[src/rtl/mc_chroma_ref_fetch.sv]
`default_nettype none
// ============================================================================
// mc_chroma_ref_fetch : streams 3-pixel chroma taps, one 2-wide strip at a time.
// Option macro MC_CHROMA_FETCH_CLIP_EN clamps columns at REF_PIX-1.  Rev 1.0
// ============================================================================

module mc_chroma_ref_fetch #(
  parameter int BIT_DEPTH = 8,
  parameter int REF_PIX   = 16,
  parameter int AW        = 5
) (
  input  logic                         clk_i,
  input  logic                         rst_i,
  input  logic                         start_i,
  input  logic [1:0]                   blk_w_i,
  input  logic [1:0]                   blk_h_i,
  input  logic [3:0]                   x0_i,
  input  logic [AW-1:0]                y0_i,
  input  logic [2:0]                   fracx_i,
  input  logic [2:0]                   fracy_i,
  output logic [2:0]                   fracx_o,
  output logic [2:0]                   fracy_o,
  output logic                         ref_rd_en_o,
  output logic [AW-1:0]                ref_rd_addr_o,
  input  logic [REF_PIX*BIT_DEPTH-1:0] ref_rdata_i,
  output logic                         ref_valid_o,
  output logic [BIT_DEPTH-1:0]         refuv_p0_o,
  output logic [BIT_DEPTH-1:0]         refuv_p1_o,
  output logic [BIT_DEPTH-1:0]         refuv_p2_o,
  output logic                         end_oneblk_o,
  output logic                         busy_o,
  output logic                         done_o
);

  localparam int IW = $clog2(REF_PIX);
  localparam int CW = IW + 2;

  localparam logic [2:0] S_IDLE  = 3'd0;
  localparam logic [2:0] S_READ  = 3'd1;
  localparam logic [2:0] S_DRAIN = 3'd2;
  localparam logic [2:0] S_END   = 3'd3;
  localparam logic [2:0] S_GAP   = 3'd4;

  logic [2:0]           state_q, state_d;
  logic [3:0]           r_q, r_d;
  logic [1:0]           s_q, s_d;
  logic                 drn_q, drn_d;
  logic [1:0]           blk_w_q, blk_h_q;
  logic [3:0]           x0_q;
  logic [AW-1:0]        y0_q;
  logic [2:0]           fracx_q, fracy_q;
  logic                 dvld_q, vld_q;
  logic [BIT_DEPTH-1:0] pix_q [3];

  logic [3:0]           w_h_last;
  logic [1:0]           w_s_last;
  logic                 w_start;
  logic [CW-1:0]        w_col;
  logic [BIT_DEPTH-1:0] w_row [REF_PIX];
  logic [BIT_DEPTH-1:0] w_pix [3];

  assign w_start = (state_q == S_IDLE) && start_i;

  // Last row index equals H (H+1 rows per strip); last strip index is W/2-1.
  always_comb begin
    case (blk_h_q)
      2'd0:    w_h_last = 4'd2;
      2'd1:    w_h_last = 4'd4;
      default: w_h_last = 4'd8;
    endcase
    case (blk_w_q)
      2'd0:    w_s_last = 2'd0;
      2'd1:    w_s_last = 2'd1;
      default: w_s_last = 2'd3;
    endcase
  end

  always_ff @(posedge clk_i or posedge rst_i) begin
    if (rst_i) begin
      state_q <= S_IDLE;
      r_q     <= '0;
      s_q     <= '0;
      drn_q   <= 1'b0;
    end else begin
      state_q <= state_d;
      r_q     <= r_d;
      s_q     <= s_d;
      drn_q   <= drn_d;
    end
  end

  always_ff @(posedge clk_i or posedge rst_i) begin
    if (rst_i) begin
      blk_w_q <= '0;
      blk_h_q <= '0;
      x0_q    <= '0;
      y0_q    <= '0;
      fracx_q <= '0;
      fracy_q <= '0;
    end else if (w_start) begin
      blk_w_q <= blk_w_i;
      blk_h_q <= blk_h_i;
      x0_q    <= x0_i;
      y0_q    <= y0_i;
      fracx_q <= fracx_i;
      fracy_q <= fracy_i;
    end
  end

  always_comb begin
    state_d = state_q;
    r_d     = r_q;
    s_d     = s_q;
    drn_d   = drn_q;
    case (state_q)
      S_IDLE: begin
        if (start_i) begin
          state_d = S_READ;
          r_d     = '0;
          s_d     = '0;
        end
      end
      S_READ: begin
        if (r_q == w_h_last) begin
          state_d = S_DRAIN;
          drn_d   = 1'b0;
        end else begin
          r_d = r_q + 4'd1;
        end
      end
      S_DRAIN: begin
        if (drn_q) state_d = S_END;
        else       drn_d   = 1'b1;
      end
      S_END: state_d = S_GAP;
      S_GAP: begin
        if (s_q == w_s_last) begin
          state_d = S_IDLE;
        end else begin
          state_d = S_READ;
          s_d     = s_q + 2'd1;
          r_d     = '0;
        end
      end
      default: state_d = S_IDLE;
    endcase
  end

  always_comb begin
    ref_rd_en_o   = (state_q == S_READ);
    ref_rd_addr_o = ref_rd_en_o ? (y0_q + AW'(r_q)) : '0;
    end_oneblk_o  = (state_q == S_END);
    busy_o        = (state_q != S_IDLE);
    done_o        = (state_q == S_GAP) && (s_q == w_s_last);
  end

  assign w_col = CW'(x0_q) + CW'({s_q, 1'b0});

  for (genvar k = 0; k < REF_PIX; k++) begin : g_row
    assign w_row[k] = ref_rdata_i[k*BIT_DEPTH +: BIT_DEPTH];
  end

  for (genvar j = 0; j < 3; j++) begin : g_tap
    logic [CW-1:0] w_sum;
    logic [IW-1:0] w_idx;
    assign w_sum = w_col + CW'(j);
`ifdef MC_CHROMA_FETCH_CLIP_EN
    assign w_idx = (w_sum > CW'(REF_PIX-1)) ? IW'(REF_PIX-1) : w_sum[IW-1:0];
`else
    assign w_idx = IW'(w_sum % CW'(REF_PIX));
`endif
    assign w_pix[j] = w_row[w_idx];
  end

  // Read data lands one cycle after the request; taps are registered once more.
  always_ff @(posedge clk_i or posedge rst_i) begin
    if (rst_i) begin
      dvld_q <= 1'b0;
      vld_q  <= 1'b0;
      for (int j = 0; j < 3; j++) pix_q[j] <= '0;
    end else begin
      dvld_q <= (state_q == S_READ);
      vld_q  <= dvld_q;
      for (int j = 0; j < 3; j++) pix_q[j] <= dvld_q ? w_pix[j] : '0;
    end
  end

  assign ref_valid_o = vld_q;
  assign refuv_p0_o  = pix_q[0];
  assign refuv_p1_o  = pix_q[1];
  assign refuv_p2_o  = pix_q[2];
  assign fracx_o     = fracx_q;
  assign fracy_o     = fracy_q;

endmodule

`default_nettype wire

[config.mk]
export PLATFORM = sky130hd
export DESIGN_NAME = mc_chroma_ref_fetch
export DESIGN_NICKNAME = d
export VERILOG_FILES = /design/src/rtl/mc_chroma_ref_fetch.sv
export SDC_FILE = /design/constraint.sdc
export NUM_CORES = 1
export LEC_CHECK = 0
export CAP_MARGIN = 0
export CORE_ASPECT_RATIO = 2
export CORE_MARGIN = 5
export CORE_UTILIZATION = 40
export DETAILED_ROUTE_END_ITERATION = 7
export HOLD_SLACK_MARGIN = 0.1
export PLACE_DENSITY = 0.69
export REMOVE_ABC_BUFFERS = 1
export SLEW_MARGIN = 40
export SYNTH_ARGS = -nofsm -noshare
export SYNTH_HDL_FRONTEND = slang
export SYNTH_SLANG_ARGS = --single-unit
[constraint.sdc]
create_clock -name clk_i -period 4.5 [get_ports clk_i]
set_input_delay 0.9 -clock clk_i [delete_from_list [all_inputs] [get_ports clk_i]]
set_output_delay 0.9 -clock clk_i [all_outputs]
set_load 0.02 [all_outputs]
==> results.json <==
{
  "outcome": "finished clean",
  "finalHoldWorstSlack_ns": 0.510,
  "die_x_um": 91.1,
  "fill_cells": 1068,
  "syn_to_final_growth_pct": 41.8,
  "cts_setup_buffers": 0,
  "antenna_found_initial": 0,
  "min_path_type": "reg -> reg",
  "maxCapViolations": 0,
  "critical_path.endpoint": "ref_rd_addr_o[4]",
  "crit_family": "adder cells",
  "port_buffers": 189,
  "synth_top_area_share_pct": 41.0,
  "ys_top_cells_by_area": "mux4_2 (41%), dfrtp_1 (26%), mux2i_1 (7.6%)",
  "rsz0062_at_grt": "false",
  "p_total_mw": 6.18,
  "slew_headroom_pct": 53.5,
  "gp_congestion": 0.923,
  "wl_met1_um": 5560,
  "nNetsFinal": 720,
  "synth_cells": 388,
  "syn_area_mm2": 0.00527,
  "synth-seq-cells": 55,
  "min_period_ns": 3.49,
  "dpl.cell_count": 705,
  "initial_utilization_pct": 40.5,
  "async_flop_share_pct": 100,
  "htreeDepth": 2,
  "finalSetupViolCount": 0,
  "maxSlewViolCount": 0,
  "grt_usage_pct": 21.5,
  "highest_layer": "met4",
  "start_kind": "register",
  "cp_slowest_cell": "clkdlybuf4s50_1",
  "cp.depth": 7,
  "synth_edf_count": 0,
  "crit_chain": "ha_1, fa_1, a21o_1, a21oi_1, xor2_1, nor2_1, clkdlybuf4s50_1",
  "clkSinkCount": 55,
  "synth-main-ff-cell": "dfrtp_1",
  "tns_ns": 0,
  "final_common_cell": "clkdlybuf4s50_1",
  "drtIter0Drc": 214,
  "first_pass_iters": 5,
  "timing.rr.end": "refuv_p2_o[5]",
  "yosysWarningCount": 0,
  "setup_ws_ns": 1.01,
  "placed_area_mm2": 0.00729,
  "mostFrequentLayoutCells": "clkdlybuf4s50_1 (189), mux4_2 (96), dfrtp_1 (54), mux2i_1 (40), nand2_1 (26)",
  "grt_max_degree": 51,
  "grt_pass1_wl_um": 26500,
  "num_rows": 59,
  "r2r_slack_ns": 1.27,
  "syn_avg_cell_area_um2": 13.6,
  "fin_crit_sh_pct": 77.5,
  "viasPerCell": 6.21,
  "cp.required_ns": 3.60,
  "num_io_pins": 190,
  "synth_cell_types": 44,
  "crit_fanout": 7,
  "remaining_drc_errors": 0,
  "cp-startpoint": "r_q[0]",
  "cts_resized": 0,
  "crit_arrival_ns": 2.59,
  "wl_per_cell_um": 23.9,
  "fin_area_mm2": 0.00747,
  "crit_type": "reg -> out",
  "irDropWorstVdd_uv": 610,
  "path_buf_inv": 1,
  "die_h_um": 172,
  "finalHoldViolations": 0,
  "final_util_pct": 57.5,
  "cts_root_buf": "clkbuf_16",
  "place_ws_ns": 1.29,
  "antenna_left": 0,
  "finClkSkew_ns": 0.00761,
  "vias": 4429,
  "hp-start": "fracx_o[0]",
  "seq_area_frac_synth_pct": 26.1,
  "max_freq_mhz": 287,
  "drive_above_1_share_pct": 26.2,
  "wl_um": 17000,
  "endpoint_kind": "output port",
  "clkTransAtPathRegs_ns": 0.07,
  "coreArea_mm2": 0.0130,
  "cts_tree": "yes",
  "grt_pass1_vias": 4886,
  "route.met2.wl_um": 10100,
  "leakagePower_nw": 2.88,
  "cpPeakStageDelay_ns": 0.61,
  "hpwl_um": 13700,
  "design.die.area_mm2": 0.0157,
  "holdBufCountCts": 0,
  "ff2ff_path_depth": 9,
  "routed-wl-met3_um": 817,
  "finalNonFillerCells": 713,
  "cts-buffers-inserted": 5,
  "synth_area_leader_cell": "mux4_2",
  "antenna_cells": 0,
  "regToRegStartpoint": "s_q[0]",
  "clk_latency_ns": 0.29,
  "power_density_mw_per_mm2": 827,
  "overflow": 0,
  "worst_slew_pin_slew_ns": 0.696,
  "clockBufferDepth": 2
}
==> per-layer routing <==
layer  global-route usage [%]  vias up
li1                         -     1939
met1                     22.1     2290
met2                     43.0      168
met3                     3.22       32
met4                     7.92        0
met5                        0        -
==> cell usage after synthesis, types with 2 or more instances <==
cell and instances:
buf_4 6, nand2b_1 2, nor2_1 6, nor2b_1 6
nand4_1 2, and3_1 3, a211oi_1 10, xor2_1 4
clkbuf_1 13, a31oi_1 2, dfrtp_1 55, nor3_1 3
inv_1 9, mux2_2 19, a21o_1 2, mux2i_1 40
o21ai_0 11, mux4_2 96, xnor2_1 5, ha_1 8
a21oi_1 11, o22ai_1 15, nand2_1 26, buf_2 13
fa_1 2
==> power breakdown <==
group	internal [mW]	switching (mW)
Clock	0.263	0.182
Combinational	2.49	2.26
Sequential	0.750	0.234
==> registers in the layout, indices dropped and copies added, names as in the netlist <==
name,count
fracx_o,3
blk_w_q,2
refuv_p2_o,8
fracy_o,3
refuv_p0_o,8
refuv_p1_o,8
dvld_q,1
y0_q,5
s_q,2
blk_h_q,2
ref_valid_o,1
x0_q,4
r_q,4
state_q,3
drn_q,1
==> worst min path at each step <==
stage / slack (ns) / to / depth (start not counted)
floorplan: 0.48 / drn_q / 2
global placement: 0.49 / fracx_o[0] / 1
detailed placement: 0.50 / fracx_o[0] / 1
CTS: 0.52 / fracx_o[0] / 1
global route: 0.53 / fracx_o[0] / 1
finish: 0.51 / fracx_o[0] / 1
==> logic make-up after synthesis <==
kind of cell             after synthesis  synth area share (%)
adder cells (fa/ha/maj)               10                  2.66
multiplexers                         155                  52.7
XOR/XNOR                              10                  1.81
flip-flops                            55                  26.1
buffers and inverters                 43                  3.94
AND/OR/NAND/NOR                       58                  5.56
AO/OA/AOI/OAI                         57                  7.20
==> cell type report <==
class	count	area [µm²]	share of cell area, %
multi-input cells	290	3730	49.9
repair buffers	199	1970	26.4
flip-flops and latches	55	1380	18.5
well taps	152	190	2.55
clock buffers	5	125	1.68
clock inverters	3	43.8	0.586
inverters	9	33.8	0.452
No activity file was read; power rests on OpenSTA's default activity.
